## config.mk

```make
export PLATFORM = sky130hd
export DESIGN_NAME = cache_mem_arbiter
export DESIGN_NICKNAME = d
export VERILOG_FILES = /design/src/rtl/cache_mem_arbiter.sv
export SDC_FILE = /design/constraint.sdc
export NUM_CORES = 1
export LEC_CHECK = 0
export BUFFER_PORTS_ARGS = -buffer_cell sky130_fd_sc_hd__buf_2
export CORE_AREA = 2 2 69 71
export CTS_CLUSTER_DIAMETER = 60
export DETAILED_ROUTE_END_ITERATION = 8
export DIE_AREA = 0 0 71 73
export HOLD_SLACK_MARGIN = 0.08
export PLACE_DENSITY_LB_ADDON = 0.25
export SLEW_MARGIN = 20
export SYNTH_ARGS = -nofsm -noshare
export SYNTH_HDL_FRONTEND = slang
export SYNTH_SLANG_ARGS = --single-unit
```

## constraint.sdc

```tcl
create_clock -name clk -period 2.78 [get_ports clk]
set_input_delay 0.556 -clock clk [delete_from_list [all_inputs] [get_ports clk]]
set_output_delay 0.556 -clock clk [all_outputs]
set_load 0.05 [all_outputs]
```

## src/rtl/cache_mem_arbiter.sv

```systemverilog
// -----------------------------------------------------------------------------
// cache_mem_arbiter
//
// Shares one pipelined main-memory port between the I-cache fill FSM and the
// D-cache fill FSM / write-through store path. One requester owns the port at
// a time. A fill owns it for a full burst: BURST_LEN issue cycles followed by
// the drain of every outstanding read response. A store owns it for a single
// cycle. The requester that loses is stalled. Read responses are routed only
// to the requester that currently owns the port.
//
// Optional feature (compile-time macro CACHE_ARB_RR_EN):
//   defined   - I and D fills alternate on a tie, and the fill that completed
//               last loses. Stores keep absolute priority, except that a
//               store cannot win two grants in a row while i_miss waits.
//   undefined - fixed priority d_wr > d_miss > i_miss, with no pointer state.
//
// Handshake: each request (i_miss, d_miss, d_wr) is a level. The requester
// holds it until it has been serviced. The matching *_grant output is the
// acceptance. For a store, the d_wr_ack pulse marks the single cycle in which
// the write is presented to memory.
//
// Ports
//   clk, rst        clock (rising edge); asynchronous active-high reset
//   i_miss, i_addr  I-cache fill request and current beat address
//   d_miss, d_addr  D-cache fill request; beat address or store address
//   d_wr, d_wdata   D-cache write-through store request and data
//   mem_data_valid  memory read response valid
//   mem_enable, mem_wr, mem_addr, mem_wdata   memory command port
//   i_grant, d_grant  current owner of the port
//   i_stall, d_stall  requester is waiting for the port
//   i_data_valid, d_data_valid  routed read responses
//   d_wr_ack        one-cycle pulse in the cycle a store is issued
//   busy            the arbiter is not idle
// -----------------------------------------------------------------------------
module cache_mem_arbiter #(
    parameter int ADDR_W    = 16,
    parameter int DATA_W    = 16,
    parameter int BURST_LEN = 8    // 1..15, the beat counters are 4 bits
) (
    input  logic              clk,
    input  logic              rst,
    input  logic              i_miss,
    input  logic [ADDR_W-1:0] i_addr,
    input  logic              d_miss,
    input  logic [ADDR_W-1:0] d_addr,
    input  logic              d_wr,
    input  logic [DATA_W-1:0] d_wdata,
    input  logic              mem_data_valid,
    output logic              mem_enable,
    output logic              mem_wr,
    output logic [ADDR_W-1:0] mem_addr,
    output logic [DATA_W-1:0] mem_wdata,
    output logic              i_grant,
    output logic              d_grant,
    output logic              i_stall,
    output logic              d_stall,
    output logic              i_data_valid,
    output logic              d_data_valid,
    output logic              d_wr_ack,
    output logic              busy
);

    typedef enum logic [1:0] {
        IDLE    = 2'd0,
        I_FILL  = 2'd1,
        D_FILL  = 2'd2,
        D_WRITE = 2'd3
    } state_t;

    localparam logic [3:0] BURST = 4'(BURST_LEN);

    state_t     state, state_nxt, sel_state;
    logic [3:0] issue_cnt, ret_cnt;
    logic [3:0] issue_cnt_nxt, ret_cnt_nxt;
    logic [3:0] issue_cnt_inc, ret_cnt_inc;
    logic       in_fill, issuing, ret_beat, fill_done;

    assign in_fill  = (state == I_FILL) || (state == D_FILL);
    assign issuing  = in_fill && (issue_cnt != BURST);
    // Responses are counted only while a fill owns the port. Responses that
    // arrive during the issue phase also count. The counter saturates so a
    // stray extra response cannot wrap it.
    assign ret_beat = in_fill && mem_data_valid && (ret_cnt != BURST);

    assign issue_cnt_inc = issue_cnt + {3'b000, issuing};
    assign ret_cnt_inc   = ret_cnt + {3'b000, ret_beat};
    // The burst ends on the edge that takes the last response.
    assign fill_done     = in_fill && (issue_cnt_inc == BURST) && (ret_cnt_inc == BURST);

`ifdef CACHE_ARB_RR_EN
    // last_fill_d: the fill that completed most recently was a D fill.
    //   This flag loses the next I/D tie.
    // last_store: the most recent grant went to a store.
    logic last_fill_d;
    logic last_store;

    always_ff @(posedge clk or posedge rst) begin
        if (rst) begin
            last_fill_d <= 1'b1;
            last_store  <= 1'b0;
        end else begin
            if (fill_done)
                last_fill_d <= (state == D_FILL);
            if (state == IDLE && state_nxt == D_WRITE)
                last_store <= 1'b1;
            else if (state == IDLE && (state_nxt == I_FILL || state_nxt == D_FILL))
                last_store <= 1'b0;
        end
    end

    always_comb begin
        sel_state = IDLE;
        if (d_wr && !(last_store && i_miss))
            sel_state = D_WRITE;
        else if (i_miss && d_miss)
            sel_state = last_fill_d ? I_FILL : D_FILL;
        else if (d_miss)
            sel_state = D_FILL;
        else if (i_miss)
            sel_state = I_FILL;
    end
`else
    always_comb begin
        sel_state = IDLE;
        if (d_wr)
            sel_state = D_WRITE;
        else if (d_miss)
            sel_state = D_FILL;
        else if (i_miss)
            sel_state = I_FILL;
    end
`endif

    // State and beat counters
    always_ff @(posedge clk or posedge rst) begin
        if (rst) begin
            state     <= IDLE;
            issue_cnt <= 4'd0;
            ret_cnt   <= 4'd0;
        end else begin
            state     <= state_nxt;
            issue_cnt <= issue_cnt_nxt;
            ret_cnt   <= ret_cnt_nxt;
        end
    end

    always_comb begin
        state_nxt     = state;
        issue_cnt_nxt = issue_cnt;
        ret_cnt_nxt   = ret_cnt;
        case (state)
            IDLE: begin
                // The grant is decided here and becomes visible in the next
                // cycle. This guarantees at least one idle cycle between
                // bursts.
                state_nxt = sel_state;
            end
            I_FILL, D_FILL: begin
                issue_cnt_nxt = issue_cnt_inc;
                ret_cnt_nxt   = ret_cnt_inc;
                if (fill_done) begin
                    state_nxt     = IDLE;
                    issue_cnt_nxt = 4'd0;
                    ret_cnt_nxt   = 4'd0;
                end
            end
            D_WRITE: begin
                state_nxt = IDLE;
            end
            default: begin
                state_nxt     = IDLE;
                issue_cnt_nxt = 4'd0;
                ret_cnt_nxt   = 4'd0;
            end
        endcase
    end

    // Outputs: all are decoded from registered state, so an asynchronous reset
    // clears them in the same cycle.
    always_comb begin
        mem_enable = issuing || (state == D_WRITE);
        mem_wr     = (state == D_WRITE);
        mem_addr   = '0;
        if (mem_enable)
            mem_addr = (state == I_FILL) ? i_addr : d_addr;
        mem_wdata  = (state == D_WRITE) ? d_wdata : '0;
    end

    assign i_grant      = (state == I_FILL);
    assign d_grant      = (state == D_FILL) || (state == D_WRITE);
    // Stalls are masked during reset so every output reads 0 while rst is high.
    assign i_stall      = i_miss && !i_grant && !rst;
    assign d_stall      = (d_miss || d_wr) && !d_grant && !rst;
    assign i_data_valid = mem_data_valid && (state == I_FILL);
    assign d_data_valid = mem_data_valid && (state == D_FILL);
    assign d_wr_ack     = (state == D_WRITE);
    assign busy         = (state != IDLE);

endmodule

```

## Yosys cells after proc, flatten, opt, wreduce, memory -nomap -nowiden

Index checks and enable logic that the tools add are counted.

| operators by class | value |
|---|---|
| $add $sub $neg | 2 |
| $mul | 0 |
| div/mod/pow operators | 0 |
| order comparisons | 0 |
| equality and inequality tests | 8 |
| shift-type cells | 0 |
| muxes and demuxes | 10 |
| bitwise operators | 0 |
| reductions and logical operators | 21 |

Operators by type and width:

| kind | count |
|---|---|
| $mux W16 | 3 |
| $logic_and A1 B1 Y1 | 11 |
| $add A4 B1 Y4 | 2 |
| $eq A4 B4 Y1 const B | 2 |
| $mux W4 | 2 |
| $ne A4 B4 Y1 const B | 2 |
| $mux W2 | 3 |
| $pmux W2 S3 | 1 |
| $eq A2 B2 Y1 const B | 2 |
| $logic_or A1 B1 Y1 | 4 |
| $logic_not A1 Y1 | 3 |
| $eq A2 B1 Y1 const B | 1 |
| $logic_not A2 Y1 | 1 |
| $ne A2 B2 Y1 const B | 1 |
| $reduce_bool A2 Y1 | 1 |
| $reduce_or A2 Y1 | 1 |
| $mux W1 | 1 |

| storage, ports and cells | value |
|---|---|
| register bits after elaboration | 10 |
| bits in latches | 0 |
| memory bits (writable) | 0 |
| bits in read-only memories | 0 |
| input port bits | 54 |
| output and inout port bits | 42 |
| word-level logic and storage cells | 44 |
| memories | 0 |

## Longest topological paths before layout

| logic depth | value |
|---|---|
| depth after elaboration | 9 |
| gate-level depth with buffers | 11 |
| gate-level depth less buffers | 10 |

## Worst setup path before layout

Ideal clock, no wire load.

| timing path | value |
|---|---|
| kind | flip-flop to output port |
| start | reg state[0] |
| end | out d_stall |
| data arrival time | 2.507 ns |
| required time | 2.224 ns |
| slack | -0.283 ns |
| cell stages (with the launch flop) | 4 |
| buffers on the path | 0 |
| cells stage by stage | dfrtp_1 > ha_1 > or2_2 > nor3_1 |

| on the way | value |
|---|---|
| word-level cells in the longest chain between the ends | 5 |
| elaborated cells between the ends (all ways) | 6 |
| classes of those cells | eq/ne: 2; reduce/logical: 4 |

Ends and longest elaborated chain:

| what | line | RTL |
|---|---|---|
| start, declared | 72 | `state_t state, state_nxt, sel_state;` |
| start signal, assigned | 141 | `state <= state_nxt;` |
| $eq A2 B2 Y1 | -- |  |
| named net d_wr_ack | 59 | `output logic d_wr_ack,` |
| $logic_or A1 B1 Y1 | 190 | `assign d_grant = (state == D_FILL) \|\| (state == D_WRITE);` |
| named net d_grant | 54 | `output logic d_grant,` |
| $logic_not A1 Y1 | 193 | `assign d_stall = (d_miss \|\| d_wr) && !d_grant && !rst;` |
| $logic_and A1 B1 Y1 (2 in series) | 193 |  |
| end, declared | 56 | `output logic d_stall,` |

The timed path passes the listed nets, and every way through them passes these cells.

## Worst setup path in the final report

| timing path | value |
|---|---|
| start | reg state[0] |
| end | reg state[0] |

| on the way | value |
|---|---|
| word-level cells in the longest chain between the ends | 8 |
| elaborated cells between the ends (all ways) | 17 |
| classes of those cells | add/sub: 2; eq/ne: 6; mux: 1; reduce/logical: 8 |

Ends and longest elaborated chain:

| what | line | RTL |
|---|---|---|
| $eq A2 B1 Y1 or $eq A2 B2 Y1 (tied branches) | 78, 151 |  |
| $logic_or A1 B1 Y1 | 78 | `assign in_fill = (state == I_FILL) \|\| (state == D_FILL);` |
| $logic_and A1 B1 Y1 (on tied branches) | 79, 83 |  |
| $add A4 B1 Y4 or $logic_and A1 B1 Y1 (tied branches) | 85, 83 |  |
| $eq A4 B4 Y1 or $add A4 B1 Y4 (tied branches) | 88, 86 |  |
| $logic_and A1 B1 Y1 or $eq A4 B4 Y1 (tied branches) | 88 | `assign fill_done = in_fill && (issue_cnt_inc == BURST) && (ret_cnt_inc == BURST);` |
| $logic_and A1 B1 Y1 | 88 |  |
| $ne A2 B2 Y1 (no source line) | -- |  |

Several ways; a longest one is shown, not always the timed one.
A chain may end at the register's enable or synchronous reset.

==> flow_summary_export.csv <==
group,metric,value,unit
status,status,"finished, final reports clean",
drt,avgRoutedWirePerCell,11.13,um
power_and_ir_drop,vdd_ir_drop_max,1008,uV
worst_setup_path,start_kind,"flop",
sta,fin_worst_skew,0.002615,ns
placed_design,dp_hpwl,2.523,mm
global_route,gr-total-overflow,0,
worst_setup_path,crit_chain,"inv_1, ha_1, o41a_4, ha_1, ha_1, nor4_1, nand3_1, o31ai_4, mux2i_1",
synth,ys_types,28,
flow_run,cap_violations,0,
global_route,grt_max_degree,21,
synth,synth_top_family_by_area,"simple AND/OR/NAND/NOR gates",
placed_design,placed_cell_area,0.001585,mm2
worst_setup_path,slowest_delay,0.37,ns
worst_setup_path,ff2ff_path_depth,9,
synth,yosysWarnings,0,
synth,synth_area,0.001062,mm2
synth,synthFlopType,"dfrtp_1",
floorplan,dieWidth,71,um
clock_network,clock-sinks,10,
clock_network,cts_tree,"yes",
worst_setup_path,crit_top_cell,"ha_1",
finish,drive_above_1_share,53.52,%
clock_network,h-tree-depth,1,
synth,syn_area_per_cell,9.002,um2
sta,worst_pin_slew,0.6172,ns
power_and_ir_drop,power_density,1511,mW/mm2
sta,slew_headroom,58.85,%
synth,synth-edff-count,0,
synth,synthTopCellsByCount,"and2_1 (18), mux2i_1 (18), nor2_1 (17)",
sta,fin_crit,2.584,ns
worst_setup_path,r2r_start,"state[0]",
placed_design,io_buffers,95,
drt,dr.pass1.iters,3,
finish,n_antenna_cell,0,
placed_design,gp_congestion,0.7267,
sta,final_hold_viol_count,0,
global_route,grt_antenna_before_repair,0,
clock_network,clk_latency,0.24,ns
clock_network,cts_buffers,3,
sta,rsz0062_at_grt,"no",
worst_setup_path,cp.required,2.94,ns
floorplan,rows,25,
clock_network,root_buffer,"clkbuf_8",
sta,final-setup-viol-count,0,
synth,yosys.area_share.xor_xnor,4.947,%
synth,netlist_instances,118,
global_route,grt_pass1_vias,1064,
worst_setup_path,critPathSlowestCell,"dfrtp_1",
synth,synth-simple-area-share,26.50,%
worst_setup_path,worstPathArrival,2.74,ns
drt,drt_wl_total,2.973,mm
sta,finalWorstSetupSlack,0.1962,ns
synth,synth-seq-cells,10,
synth,yosysSeqAreaShare,23.56,%
synth,synth_compound_area_share,5.771,%
clock_network,cts.clk_slew.worst_paths,0.05,ns
drt,ant_nets,0,
floorplan,ios,96,
min_path,hold_class,"in2async",
worst_setup_path,crit_fanout,4,
drt,drt_iter0_markers,16,
worst_setup_path,regToRegSetupSlack,0.20,ns
worst_setup_path,r2r-end,"state[0]",
synth,synth-adder-area-share,10.60,%
synth,yosysTopAreaCell,"dfrtp_1",
sta,finalMaxSlewViolations,0,
synth,synth_mux_area_share,21.20,%
finish,stdcell_area,0.001635,mm2
worst_setup_path,path_class,"reg2reg",
clock_network,ctsHoldBuffers,0,
synth,synth_top_area_share,23.56,%
floorplan,dieArea,0.005183,mm2
finish,fin_nets,278,
drt,vias,1127,
sta,timing.fmax,387.0,MHz
worst_setup_path,critPathBufInv,1,
sta,fin_tns_setup,0,ns
floorplan,start_util,23.42,%
synth,synth_area_leaders,"dfrtp_1 (24%), mux2i_1 (17%), and2_1 (11%), ha_1 (11%), nor2_1 (6.0%)",
sta,finalCritPeriodShare,92.94,%
synth,async_flop_share,100.0,%
drt,drc,0,
clock_network,cts_buffer_depth,2,
global_route,grt_pass1_wl,4.429,mm
finish,area_delta_synth_final,53.95,%
placed_design,post-place-ws,0.1089,ns
floorplan,core-area,0.004536,mm2
worst_setup_path,critPathTopFamily,"adder cells",
worst_setup_path,endpoint_kind,"flop",
synth,syn_nets,181,
drt,viasPerCell,4.221,
power_and_ir_drop,leakagePower,0.9090,nW
global_route,grt_use_total,10.82,%
floorplan,die_h,73,um
-- flip-flops by register name (all words and copies together), names as in the netlist --
| signal | cells |
|---|---|
| ret_cnt | 4 |
| issue_cnt | 4 |
| state | 2 |
-- cells in the final DEF (no fill, tap or decap) --
| cell type | n |
|---|---|
| nor4_1 | 2 |
| nor2b_1 | 1 |
| o31ai_4 | 1 |
| and2_1 | 18 |
| o21ai_0 | 3 |
| buf_4 | 3 |
| nor3b_1 | 1 |
| ha_1 | 9 |
| nand2_1 | 3 |
| o22ai_1 | 2 |
| mux2i_1 | 18 |
| mux2_2 | 4 |
| nor3_2 | 1 |
| and2_2 | 1 |
| o41a_4 | 1 |
| nor2_2 | 1 |
| inv_1 | 6 |
| xnor2_1 | 6 |
| dfrtp_1 | 10 |
| nand3_1 | 3 |
| nor2_8 | 1 |
| nor3b_2 | 1 |
| nor2_1 | 17 |
| clkbuf_8 | 3 |
| buf_2 | 95 |
| inv_2 | 1 |
| or2_2 | 1 |
-- worst reg2reg max path, stage by stage, from the launching register on --
cell and delay, ns:
dfrtp_1 0.37, inv_1 0.10, ha_1 0.36, o41a_4 0.16, ha_1 0.21, ha_1 0.28
nor4_1 0.31, nand3_1 0.19, o31ai_4 0.29, mux2i_1 0.23
-- kinds of logic after synthesis --
family,after synthesis
XOR/XNOR,6
adder cells (fa/ha/maj),9
AND/OR/NAND/NOR,51
buffers and inverters,13
multiplexers,22
flip-flops,10
AO/OA/AOI/OAI,7
-- through the flow --
step	util (%)	power, mW	hold slack, ns	cells
2_1_floorplan	-	1.959	0.3962	118
4_1_cts	35.86	2.485	0.3491	267
6_report	36.06	2.471	0.3314	267
3_3_place_gp	34.95	2.323	0.5324	264
3_5_place_dp	34.95	2.324	0.5317	264
5_1_grt	36.06	2.633	0.3672	267
-- layer usage --
| layer | share of wire (%) | vias to the layer above | global-route usage [%] | wire [um] |
|---|---|---|---|---|
| li1 | - | 585 | - | - |
| met2 | 52 | 59 | 21.60 | 1539 |
| met1 | 39 | 478 | 10.73 | 1151 |
| met5 | 0 | - | 0 | 0 |
| met4 | 2.1 | 0 | 5.660 | 61 |
| met3 | 7.5 | 5 | 1.519 | 222 |
-- power breakdown --
part / switching [mW] / internal (mW) / total (mW)
logic: 1.42 / 0.614 / 2.04
clock network: 0.0546 / 0.0946 / 0.149
registers: 0.0662 / 0.218 / 0.284
total: 1.54 / 0.926 / 2.47
-- worst max path at each step --
stage                   from           to  cells after the start
floorplan           state[1]  mem_addr[0]                      6
global route        state[0]     state[1]                      9
finish              state[0]     state[0]                      9
global placement    state[0]     state[1]                      9
CTS                 state[0]     state[0]                      9
detailed placement  state[0]     state[0]                      9
-- final cells by class --
cell class                      count  area, um2
Clock buffer                        3      41.29
Fill cell                         457       2900
Inverter                            7      26.28
Multi-Input combinational cell     95      752.0
Sequential cell                    10      250.2
Tap cell                           54      67.56
Timing Repair Buffer               98      498.0
-- repair_timing --
| action | in CTS | in global routing |
|---|---|---|
| buffers inserted | 0 | 0 |
| resized for setup | 0 | 1 |
| setup endpoints to repair | 0 | 3 |
No activity file was read; power rests on OpenSTA's default activity.
